### src/rtl/uart_fifo_core.sv
`default_nettype none
// ============================================================================
//  Module   : uart_fifo_core
//  Purpose  : FIFO-buffered UART with a 4-register CPU bus interface.
//             It provides TX/RX FIFOs, a programmable baud divider, sticky
//             overrun/framing flags and a registered level interrupt.
//  Ports    : clk            - system clock, rising edge
//             reset          - asynchronous active-low reset
//             addr/wr/rd     - register select and one-cycle access strobes
//             wdata / rdata  - 32-bit bus write / combinational read data
//             irq            - level interrupt request (registered)
//             rxd / txd      - serial input (asynchronous) / serial output
//  Options  : UART_LOOPBACK_EN - enables CTRL[2] internal TX->RX loopback
//  Revision : 1.0 - initial release
// ============================================================================
module uart_fifo_core #(
  parameter int DATA_BITS   = 8,
  parameter int FIFO_DEPTH  = 16,
  parameter int DIV_WIDTH   = 16,
  parameter int DEFAULT_DIV = 434
) (
  input  logic        clk,
  input  logic        reset,
  input  logic [1:0]  addr,
  input  logic        wr,
  input  logic        rd,
  input  logic [31:0] wdata,
  output logic [31:0] rdata,
  output logic        irq,
  input  logic        rxd,
  output logic        txd
);
  localparam int              AW       = $clog2(FIFO_DEPTH);
  localparam int              BW       = $clog2(DATA_BITS);
  localparam logic [BW-1:0]   LAST_BIT = BW'(DATA_BITS - 1);
  localparam logic [AW:0]     FULL_CNT = (AW+1)'(FIFO_DEPTH);

  typedef enum logic [1:0] {TX_IDLE, TX_START, TX_DATA, TX_STOP} tx_state_e;
  typedef enum logic [1:0] {RX_IDLE, RX_START, RX_DATA, RX_STOP} rx_state_e;

  // Bus registers and flags
  logic [DIV_WIDTH-1:0] div_q, div_eff;
  logic [2:0]           ctrl_q;
  logic                 ovr_q, fe_q, irq_q, tx_idle_q;
  logic                 wr_data, rd_data, wr_status, wr_ctrl, wr_div;

  // TX FIFO and shifter
  logic [DATA_BITS-1:0] tx_mem_q [FIFO_DEPTH];
  logic [AW-1:0]        tx_wp_q, tx_rp_q;
  logic [AW:0]          tx_cnt_q;
  logic                 tx_empty, tx_full, tx_push, tx_pop, tx_tmr_end, tx_line;
  tx_state_e            tx_state_q, tx_state_d;
  logic [DIV_WIDTH-1:0] tx_tmr_q, tx_tmr_d;
  logic [BW-1:0]        tx_bit_q, tx_bit_d;
  logic [DATA_BITS-1:0] tx_sh_q, tx_sh_d;
  logic                 txd_q;

  // RX FIFO and sampler
  logic [DATA_BITS-1:0] rx_mem_q [FIFO_DEPTH];
  logic [AW-1:0]        rx_wp_q, rx_rp_q;
  logic [AW:0]          rx_cnt_q;
  logic                 rx_empty, rx_full, rx_push, rx_pop, ovr_set;
  logic                 rx_s1_q, rx_s2_q, rx_prev_q, rx_in, rx_done, rx_ferr, rx_tmr_end;
  rx_state_e            rx_state_q, rx_state_d;
  logic [DIV_WIDTH-1:0] rx_tmr_q, rx_tmr_d;
  logic [BW-1:0]        rx_bit_q, rx_bit_d;
  logic [DATA_BITS-1:0] rx_sh_q, rx_sh_d;

  logic                 unused_wdata;
  assign unused_wdata = &{1'b0, wdata};

  assign wr_data   = wr && (addr == 2'd0);
  assign rd_data   = rd && (addr == 2'd0);
  assign wr_status = wr && (addr == 2'd1);
  assign wr_ctrl   = wr && (addr == 2'd2);
  assign wr_div    = wr && (addr == 2'd3);

  assign div_eff = (div_q < DIV_WIDTH'(2)) ? DIV_WIDTH'(2) : div_q;

  // ---------------------------------------------------------------- TX FIFO
  assign tx_empty = (tx_cnt_q == '0);
  assign tx_full  = (tx_cnt_q == FULL_CNT);
  // A write into a full FIFO still lands when the shifter frees a slot that edge.
  assign tx_push  = wr_data && (!tx_full || tx_pop);

  always_ff @(posedge clk) begin
    if (tx_push) tx_mem_q[tx_wp_q] <= wdata[DATA_BITS-1:0];
    if (rx_push) rx_mem_q[rx_wp_q] <= rx_sh_q;
  end

  // ------------------------------------------------------------- TX shifter
  assign tx_tmr_end = (tx_tmr_q == '0);

  always_comb begin
    tx_state_d = tx_state_q;
    tx_bit_d   = tx_bit_q;
    tx_sh_d    = tx_sh_q;
    tx_pop     = 1'b0;
    tx_line    = 1'b1;
    // The bit timer reloads only at bit boundaries, so DIV changes apply there.
    tx_tmr_d   = (tx_state_q == TX_IDLE || tx_tmr_end) ? div_eff - 1'b1 : tx_tmr_q - 1'b1;
    case (tx_state_q)
      TX_IDLE: begin
        if (!tx_empty) begin
          tx_pop     = 1'b1;
          tx_sh_d    = tx_mem_q[tx_rp_q];
          tx_state_d = TX_START;
        end
      end
      TX_START: begin
        tx_line = 1'b0;
        if (tx_tmr_end) begin
          tx_state_d = TX_DATA;
          tx_bit_d   = '0;
        end
      end
      TX_DATA: begin
        tx_line = tx_sh_q[0];
        if (tx_tmr_end) begin
          tx_sh_d = tx_sh_q >> 1;
          if (tx_bit_q == LAST_BIT) tx_state_d = TX_STOP;
          else                      tx_bit_d   = tx_bit_q + 1'b1;
        end
      end
      TX_STOP: begin
        if (tx_tmr_end) begin
          // Back-to-back characters: next start bit follows with no idle gap.
          if (!tx_empty) begin
            tx_pop     = 1'b1;
            tx_sh_d    = tx_mem_q[tx_rp_q];
            tx_state_d = TX_START;
          end else begin
            tx_state_d = TX_IDLE;
          end
        end
      end
    endcase
  end

  // ------------------------------------------------------------- RX sampler
  `ifdef UART_LOOPBACK_EN
  assign rx_in = ctrl_q[2] ? txd_q : rx_s2_q;
  assign txd   = txd_q || ctrl_q[2];
  `else
  assign rx_in = rx_s2_q;
  assign txd   = txd_q;
  `endif

  assign rx_tmr_end = (rx_tmr_q == '0);

  // After a framing error the sampler returns to idle; a new start needs a
  // high-to-low transition, so the line must first go high again.
  always_comb begin
    rx_state_d = rx_state_q;
    rx_bit_d   = rx_bit_q;
    rx_sh_d    = rx_sh_q;
    rx_done    = 1'b0;
    rx_ferr    = 1'b0;
    rx_tmr_d   = rx_tmr_end ? div_eff - 1'b1 : rx_tmr_q - 1'b1;
    case (rx_state_q)
      RX_IDLE: begin
        if (rx_prev_q && !rx_in) begin
          rx_state_d = RX_START;
          rx_tmr_d   = (div_eff >> 1) - 1'b1;
        end
      end
      RX_START: begin
        if (rx_tmr_end) begin
          if (rx_in) rx_state_d = RX_IDLE;
          else begin
            rx_state_d = RX_DATA;
            rx_bit_d   = '0;
          end
        end
      end
      RX_DATA: begin
        if (rx_tmr_end) begin
          rx_sh_d = {rx_in, rx_sh_q[DATA_BITS-1:1]};
          if (rx_bit_q == LAST_BIT) rx_state_d = RX_STOP;
          else                      rx_bit_d   = rx_bit_q + 1'b1;
        end
      end
      RX_STOP: begin
        if (rx_tmr_end) begin
          rx_state_d = RX_IDLE;
          rx_done    = rx_in;
          rx_ferr    = !rx_in;
        end
      end
    endcase
  end

  assign rx_empty = (rx_cnt_q == '0);
  assign rx_full  = (rx_cnt_q == FULL_CNT);
  assign rx_pop   = rd_data && !rx_empty;
  assign rx_push  = rx_done && (!rx_full || rx_pop);
  assign ovr_set  = rx_done && rx_full && !rx_pop;

  // ----------------------------------------------------------- state update
  always_ff @(posedge clk or negedge reset) begin
    if (!reset) begin
      tx_wp_q    <= '0;
      tx_rp_q    <= '0;
      tx_cnt_q   <= '0;
      tx_state_q <= TX_IDLE;
      tx_tmr_q   <= '0;
      tx_bit_q   <= '0;
      tx_sh_q    <= '0;
      txd_q      <= 1'b1;
      rx_wp_q    <= '0;
      rx_rp_q    <= '0;
      rx_cnt_q   <= '0;
      rx_state_q <= RX_IDLE;
      rx_tmr_q   <= '0;
      rx_bit_q   <= '0;
      rx_sh_q    <= '0;
      rx_s1_q    <= 1'b1;
      rx_s2_q    <= 1'b1;
      rx_prev_q  <= 1'b1;
      div_q      <= DIV_WIDTH'(DEFAULT_DIV);
      ctrl_q     <= '0;
      ovr_q      <= 1'b0;
      fe_q       <= 1'b0;
      irq_q      <= 1'b0;
      tx_idle_q  <= 1'b1;
    end else begin
      if (tx_push) tx_wp_q <= tx_wp_q + 1'b1;
      if (tx_pop)  tx_rp_q <= tx_rp_q + 1'b1;
      if (tx_push && !tx_pop)      tx_cnt_q <= tx_cnt_q + 1'b1;
      else if (tx_pop && !tx_push) tx_cnt_q <= tx_cnt_q - 1'b1;
      tx_state_q <= tx_state_d;
      tx_tmr_q   <= tx_tmr_d;
      tx_bit_q   <= tx_bit_d;
      tx_sh_q    <= tx_sh_d;
      // Line is driven from the registered state: txd lags the FSM by a clock.
      txd_q      <= tx_line;

      if (rx_push) rx_wp_q <= rx_wp_q + 1'b1;
      if (rx_pop)  rx_rp_q <= rx_rp_q + 1'b1;
      if (rx_push && !rx_pop)      rx_cnt_q <= rx_cnt_q + 1'b1;
      else if (rx_pop && !rx_push) rx_cnt_q <= rx_cnt_q - 1'b1;
      rx_state_q <= rx_state_d;
      rx_tmr_q   <= rx_tmr_d;
      rx_bit_q   <= rx_bit_d;
      rx_sh_q    <= rx_sh_d;
      rx_s1_q    <= rxd;
      rx_s2_q    <= rx_s1_q;
      rx_prev_q  <= rx_in;

      if (wr_div) div_q <= wdata[DIV_WIDTH-1:0];
      if (wr_ctrl) begin
        `ifdef UART_LOOPBACK_EN
        ctrl_q <= wdata[2:0];
        `else
        ctrl_q <= {1'b0, wdata[1:0]};
        `endif
      end
      // A new error on the same edge as a clear keeps the flag set.
      ovr_q     <= ovr_set || (ovr_q && !(wr_status && wdata[3]));
      fe_q      <= rx_ferr || (fe_q && !(wr_status && wdata[4]));
      irq_q     <= (ctrl_q[0] && !rx_empty) || (ctrl_q[1] && tx_empty);
      // Registered so TX idle is reported only once the stop bit is on the line.
      tx_idle_q <= tx_empty && (tx_state_q == TX_IDLE);
    end
  end

  assign irq = irq_q;

  always_comb begin
    rdata = '0;
    case (addr)
      2'd0: rdata = rx_empty ? 32'd0 : 32'(rx_mem_q[rx_rp_q]);
      2'd1: rdata = {27'd0, fe_q, ovr_q, tx_idle_q && tx_empty, tx_full, !rx_empty};
      2'd2: rdata = {29'd0, ctrl_q};
      2'd3: rdata = 32'(div_q);
    endcase
  end

endmodule
`default_nettype wire

### config.mk
export PLATFORM = sky130hd
export DESIGN_NAME = uart_fifo_core
export DESIGN_NICKNAME = d
export VERILOG_FILES = /design/src/rtl/uart_fifo_core.sv
export SDC_FILE = /design/constraint.sdc
export NUM_CORES = 1
export LEC_CHECK = 0
export CAP_MARGIN = 5
export CORE_MARGIN = 3
export CORE_UTILIZATION = 55
export DETAILED_ROUTE_END_ITERATION = 8
export PLACE_DENSITY = 0.8
export SYNTH_ARGS = -nofsm -noshare
export SYNTH_HDL_FRONTEND = slang
export SYNTH_SLANG_ARGS = --single-unit
export TNS_END_PERCENT = 30
### constraint.sdc
create_clock -name clk -period 4.01 [get_ports clk]
set_input_delay 1.203 -clock clk [delete_from_list [all_inputs] [get_ports clk]]
set_output_delay 1.203 -clock clk [all_outputs]
set_load 0.05 [all_outputs]
==> metrics.md, run 1 <==
| Metric | Value |
|---|---|
| Hold Vio Cnt, Final | `0` |
| Worst-path fanout max | `10` |
| FFs w/ async S/R, synth | `30.1%` |
| Sw Ratio | `32.5%` |
| Initial Utilization | `56.4%` |
| Normalized max-slew margin | `35.2%` |
| Crit path capture type | `output port` |
| Status | `completed` |
| Grt ovf | `0` |
| Die Y | `179 um` |
| CTS tree | `built` |
| Initial DRC Count | `959` |
| Synthesized flop and latch total | `366` |
| Area growth, synth to finish | `13.9%` |
| Unique masters post-synth | `70` |
| CP Cell Sequence | `clkdlybuf4s50_1, buf_4, buf_4, nor3_1, buf_4, a22o_1, buf_12` |
| Ys flop type | `edfxtp_1` |
| Reg-to-reg startpoint | `div_q[8]` |
| DP Cell Count | `1516` |
| DRT Pass-1 Iters | `6` |
| Slowest-stage cell, CP | `clkdlybuf4s50_1` |
| Vias | `9672` |
| GRT Util Overall | `23.1%` |
| Tcrit/Tclk final | `98.1%` |
| Lkg Pwr | `6.96 nW` |
| Crit start category | `input port` |
| Largest net degree at the start of global routing | `62` |
| Number of diodes | `0` |
| Initial antenna violation count | `0` |
| Worst setup path startpoint | `addr[1]` |
| Comb pwr share | `29.6%` |
| Area occupied by multi-input gates | `0.00551 mm2` |
| Psw | `3.89 mW` |
| Syn Inst Count | `1113` |
| EDFF count, synth | `256` |
| Buf/Inv on CP | `5` |
| Layout cells sized above 1 | `19.0%` |
| WP data arrival | `2.73 ns` |
| Vias in the first global route | `9856` |
| Fin Setup TNS | `0 ns` |
| FP Rows | `62` |
| Final setup viols | `0` |
| Most used cell, CP | `buf_4` |
| Fin. max-slew vios | `0` |
| Die X | `179 um` |
| Final ANT Viol Nets | `0` |
| Critical path's top delay family | `buffers and inverters` |
| Ports | `73` |
| Vias per inst | `6.09` |
| CORE AREA | `0.0290 mm2` |
| H-tree lvl count | `2` |
| Clock Latency Late Sink | `0.53 ns` |
| PwrDens | `641 mW/mm2` |
| Hold WC Path Type | `flop to flop` |
| WL final | `35.8 mm` |
| Critical path data required time | `2.81 ns` |
| Root Buffer | `clkbuf_16` |
| Critical path capture point | `rdata[4]` |
| Synth area leaders | `edfxtp_1 (47%), dfrtp_1 (15%), mux4_2 (8.0%)` |
| Synth area leader | `edfxtp_1` |
| Critical Path Stages | `7` |
| CP peak stage delay | `0.40 ns` |
| Die ar. | `0.0319 mm2` |
| Clk buf depth | `3` |
| Fmax | `254 MHz` |
| Critical path class | `input port to output port` |
| Yosys warnings | `0` |
| Nets@finish | `1249` |
| WL/cell | `22.5 um` |
| Min Tclk post-route | `3.93 ns` |
| Sequential share of power | `42.0%` |
| Register area | `0.0105 mm2` |
| DP HPWL | `22.9 mm` |
| Fin Clk Skew | `0.0258 ns` |
| RSZ-0062 raised after global routing | `no` |
| R2R depth | `11` |
| Int Pwr | `8.06 mW` |
| Non-Filler Instances | `1588` |
| Critical R2R Capture | `rx_tmr_q[13]` |
| Max-cap violations | `0` |
| CTS buffer count | `39` |
| Placer Congestion | `0.870` |
| First-pass GRT wire length | `56.0 mm` |
| Clock-pin slew on the worst setup and hold paths | `0.06 ns` |
| Post-synthesis cell area | `0.0164 mm2` |
| Remaining DRCs | `0` |
| Synth top area share | `47.0%` |
| # fillers | `2031` |
| CTS sink count | `366` |
| Maximum VDD drop | `0.381 mV` |
| Clk pwr share | `28.4%` |
| I/O Buffers | `40` |
| Hold Buf Count CTS | `0` |
| Register area share after synthesis | `63.9%` |
| Syn Area/Cell | `14.7 um2` |
| Worst-Margin Slew | `0.972 ns` |
| R2R Setup Slk | `0.24 ns` |
==> synth_stat cells (3+ instances only) <==
| cell | instances |
|---|---|
| edfxtp_1 | 256 |
| dfrtp_1 | 100 |
| nand2_1 | 73 |
| mux4_2 | 58 |
| o21ai_0 | 46 |
| nor2_1 | 45 |
| and3_1 | 41 |
| clkbuf_1 | 39 |
| xnor2_1 | 36 |
| ha_1 | 33 |
| a21oi_1 | 32 |
| mux2_2 | 31 |
| mux2i_1 | 30 |
| inv_1 | 29 |
| xor2_1 | 25 |
| nor3_1 | 19 |
| buf_4 | 16 |
| buf_2 | 13 |
| a22oi_1 | 12 |
| a31oi_1 | 12 |
| nor2b_1 | 11 |
| dfstp_2 | 10 |
| a22o_1 | 9 |
| and2_1 | 9 |
| nand3_1 | 9 |
| a21o_1 | 8 |
| a221oi_1 | 8 |
| nor4_1 | 8 |
| nand2b_1 | 7 |
| a32oi_1 | 6 |
| nand3b_1 | 6 |
| a32o_1 | 5 |
| buf_1 | 5 |
| o211ai_1 | 5 |
| o31ai_1 | 5 |
| or4_1 | 5 |
| nand4_1 | 4 |
| nor3b_1 | 4 |
| or3_1 | 4 |
| a211oi_1 | 3 |
==> routing by layer <==
metal  vias to the layer above  wire length [um]  global-route usage, %
li1                       4346                 -                      -
met1                      4914             14500                   31.0
met2                       338             18000                   38.7
met3                        74              2240                   4.17
met4                         0              1080                   7.21
met5                         -                 0                      0
==> power groups by stage <==
stage | clock [mW] | combinational [mW] | sequential (mW)
after floorplan | 0 | 2.66 | 4.83
after global placement | 0 | 3.34 | 5.06
after detailed placement | 0 | 3.45 | 5.09
after CTS | 3.45 | 3.53 | 5.01
after global routing | 3.59 | 3.86 | 5.08
final | 3.39 | 3.54 | 5.01
==> state kept, by name, indices dropped and copies added, names as in the netlist, 2 cells and up, named ones only <==
register / cells
rx_wp_q: 4
tx_state_q: 2
tx_rp_q: 4
tx_wp_q: 4
tx_sh_q: 8
rx_mem_q: 128
rx_tmr_q: 16
rx_rp_q: 4
tx_cnt_q: 5
tx_tmr_q: 16
rx_cnt_q: 5
tx_mem_q: 128
ctrl_q: 2
rx_sh_q: 8
tx_bit_q: 3
div_q: 16
rx_bit_q: 3
==> placed cells by master, fill, tap and decap left out, types with 19 or more instances in the layout <==
master	count
xor2_1	25
xnor2_1	36
clkdlybuf4s50_1	23
o21ai_0	46
inv_1	29
edfxtp_1	256
mux2i_1	30
dfrtp_1	98
clkbuf_16	40
mux4_2	58
and3_1	41
buf_4	39
ha_1	33
nor3_1	19
nor2_1	45
nand2_1	73
a21oi_1	32
mux2_2	31
==> how the worst min path moves through the flow <==
stage / from / end / slack, ns / cells after the start
5_1_grt: rx_s1_q / rx_in / 0.36 / 0
3_3_place_gp: rx_s1_q / rx_in / 0.36 / 0
2_1_floorplan: rx_s1_q / rx_in / 0.35 / 0
6_report: rx_s1_q / rx_in / 0.37 / 0
3_5_place_dp: rx_s1_q / rx_in / 0.36 / 0
4_1_cts: rx_s1_q / rx_in / 0.36 / 0
==> stage by stage <==
| step | utilization [%] | worst slack [ns] | hold WS, ns | total power [mW] | cell area (um2) |
|---|---|---|---|---|---|
| after detailed placement | 60.0 | -0.0768 | 0.356 | 8.54 | 17400 |
| final | 64.3 | 0.0759 | 0.365 | 11.9 | 18600 |
| after global routing | 64.3 | 0.00540 | 0.364 | 12.5 | 18600 |
| after CTS | 64.2 | 0.0553 | 0.365 | 12.0 | 18600 |
| after floorplan | - | 0.140 | 0.345 | 7.49 | 16400 |
| after global placement | 60.0 | -0.0362 | 0.355 | 8.40 | 17400 |
==> worst reg2reg max path, stage by stage, from the launching register on <==
cell,delay (ns)
dfstp_2,0.65
or4_4,0.19
nand2b_1,0.32
nor3_1,0.17
nor2_1,0.27
ha_1,0.31
nor4b_1,0.51
nor4b_2,0.51
a21oi_1,0.13
a31oi_1,0.30
mux2i_1,0.16
mux2i_1,0.16
==> layout make-up <==
type,count,share of cell area (%)
Sequential cell,366,56.1
Inverter,29,0.584
Tap cell,384,2.58
Multi-Input combinational cell,659,29.6
Clock inverter,21,0.812
Clock buffer,49,5.66
Timing Repair Buffer,80,4.74
==> kinds of logic (layout without fill, tap and decap cells) <==
family                   Yosys count  after routing  share of synthesized area [%]
AO/OA/AOI/OAI                    169            169                           7.01
adder cells (fa/ha/maj)           35             35                           2.77
buffers and inverters            103            179                           2.87
multiplexers                     119            119                           11.9
other                              1             16                         0.0229
AND/OR/NAND/NOR                  259            259                           8.25
flip-flops                       366            366                           63.9
XOR/XNOR                          61             61                           3.26
==> timing repair <==
| action | 4_1_cts | 5_1_grt |
|---|---|---|
| endpoints found under the setup margin | 3 | 5 |
| resized for setup | 0 | 2 |
| setup buffers | 2 | 0 |
Note: power is estimated with default switching activity, not from simulation.
==> inputs of run 2 (changes only) <==
--- a/config.mk
+++ b/config.mk
@@ -6,10 +6,9 @@
 export NUM_CORES = 1
 export LEC_CHECK = 0
 export CAP_MARGIN = 5
-export CORE_MARGIN = 3
-export CORE_UTILIZATION = 55
+export CORE_UTILIZATION = 50
 export DETAILED_ROUTE_END_ITERATION = 8
-export PLACE_DENSITY = 0.8
+export PLACE_DENSITY = 0.75
 export SYNTH_ARGS = -nofsm -noshare
 export SYNTH_HDL_FRONTEND = slang
 export SYNTH_SLANG_ARGS = --single-unit
==> run 2 against run 1 <==
  * Die area is 5.0% higher
  * Cell area is 0.32% higher
  * First-iteration DRC count decreased by 29%
  * Sequential power about the same
  * Cell count is 2.9% higher
  * Global-route usage is 2.3 points lower
  * Register-to-register slack gained 0.06 ns
==> metrics.md, run 2 (synthesis gave the netlist of run 1 again) <==
| Metric | Value |
|---|---|
| CP Cell Sequence | `buf_4, mux4_2, and2_1, a211oi_1, a31oi_1, a21o_1, buf_12` |
| Root Buffer | `clkbuf_16` |
| Non-Filler Instances | `1634` |
| Worst-Margin Slew | `0.976 ns` |
| Remaining DRCs | `0` |
| FP Rows | `65` |
| Slowest-stage cell, CP | `mux4_2` |
| Hold Vio Cnt, Final | `0` |
| Final ANT Viol Nets | `0` |
| Dpl cell area | `0.0174 mm2` |
| CTS buffer count | `38` |
| Placer Congestion | `0.859` |
| Hold Buf Count CTS | `0` |
| Initial Utilization | `51.3%` |
| Biggest regs | `rx_mem_q: 128 flops, tx_mem_q: 128 flops` |
| Maximum VDD drop | `0.515 mV` |
| Fin Setup TNS | `0 ns` |
| Vias per inst | `5.78` |
| Lkg Pwr | `6.95 nW` |
| Util after Layout | `58.7%` |
| Reg-to-reg startpoint | `div_q[8]` |
| Die Y | `183 um` |
| Critical R2R Capture | `rx_tmr_q[9]` |
| Fmax | `254 MHz` |
| WL/cell | `20.7 um` |
| Min Tclk post-route | `3.93 ns` |
| DP HPWL | `22.4 mm` |
| First-pass GRT wire length | `53.9 mm` |
| Hold Path End | `rx_in` |
| Clock Latency Late Sink | `0.53 ns` |
| H-tree lvl count | `2` |
| CTS tree | `built` |
| Die X | `183 um` |
| Crit start category | `flop` |
| Critical path class | `flop to output port` |
| Vias | `9440` |
| Initial antenna violation count | `0` |
| DP Cell Count | `1563` |
| GRT Util Overall | `20.8%` |
| Cell area after layout | `0.0187 mm2` |
| Critical path's top delay family | `compound AO/OA/AOI/OAI gates` |
| WHS | `0.373 ns` |
| I/O Buffers | `40` |
| Crit path capture type | `output port` |
| CORE AREA | `0.0319 mm2` |
| Vias in the first global route | `9569` |
| Hold WC Path Type | `flop to flop` |
| CTS sink count | `366` |
| CP peak stage delay | `0.51 ns` |
| R2R depth | `11` |
| Area growth, synth to finish | `14.3%` |
| Post-route setup slack | `0.0802 ns` |
| RSZ-0062 raised after global routing | `no` |
| Fin. max-slew vios | `0` |
| Clk buf depth | `3` |
| WP data arrival | `2.73 ns` |
| R2R Setup Slk | `0.30 ns` |
| Pre-CTS setup slack | `-0.103 ns` |
| Design Power | `12.0 mW` |
| Worst-path fanout max | `4` |
| Initial DRC Count | `684` |
| Final setup viols | `0` |
| Normalized max-slew margin | `34.9%` |
| Most common cell after layout, fill and taps aside | `edfxtp_1` |
| # fillers | `2387` |
| Commonest cells after routing, fill and taps aside | `edfxtp_1 (256), dfrtp_1 (98), nand2_1 (73)` |
| Layout cells sized above 1 | `18.8%` |
| WHS Path Cells | `0` |
| PwrDens | `641 mW/mm2` |
| Buf/Inv on CP | `2` |
| Nets@finish | `1244` |
| Tcrit/Tclk final | `98.0%` |
| Grt ovf | `0` |
| Hold Startpoint | `rx_s1_q` |
| Number of diodes | `0` |
| Max-cap violations | `0` |
| DRT Pass-1 Iters | `4` |
| Fin Clk Skew | `0.0319 ns` |
| Die ar. | `0.0335 mm2` |
| WL final | `33.8 mm` |
| Largest net degree at the start of global routing | `48` |
| Clock-pin slew on the worst setup and hold paths | `0.06 ns` |
| Critical path data required time | `2.81 ns` |
| Status | `completed` |
| Ports | `73` |
run 2: what timing repair did:
action / in CTS / in global routing
gates resized for setup: 1 / 1
hold endpoints to repair: 0 / 0
buffers inserted: 2 / 0
endpoints found under the setup margin: 5 / 1
run 2: how the worst max path moves through the flow:
stage	from	end	slack, ns	cells after the start
finish	rx_rp_q[0]	rdata[1]	0.08	7
global route	rx_rp_q[0]	rdata[1]	0.005	7
CTS	tx_cnt_q[0]	rdata[2]	0.06	7
detailed placement	addr[1]	rx_cnt_q[4]	-0.10	12
global placement	addr[1]	rx_cnt_q[4]	-0.02	12
floorplan	addr[0]	rdata[0]	0.14	6
run 2: per-layer routing:
metal	track usage [%]	wire [um]	share of wire [%]
met1	28.4	14700	44
met3	2.80	1450	4.3
met2	35.2	16800	50
met5	0	0	0
met4	5.63	741	2.2
run 2: final cells by class:
| cell class | instances | area (um2) | share of cell area, % |
|---|---|---|---|
| inverter | 29 | 109 | 0.582 |
| tap | 435 | 544 | 2.91 |
| clock buffer | 50 | 1020 | 5.43 |
| timing repair buffer | 76 | 840 | 4.49 |
| multi-input combinational | 659 | 5500 | 29.4 |
| clock inverter | 19 | 236 | 1.26 |
| sequential | 366 | 10500 | 55.9 |
run 2: report_power, final:
group          switching [mW]  internal [mW]
sequential              0.578           4.46
combinational            1.80           1.64
clock                    1.45           2.07
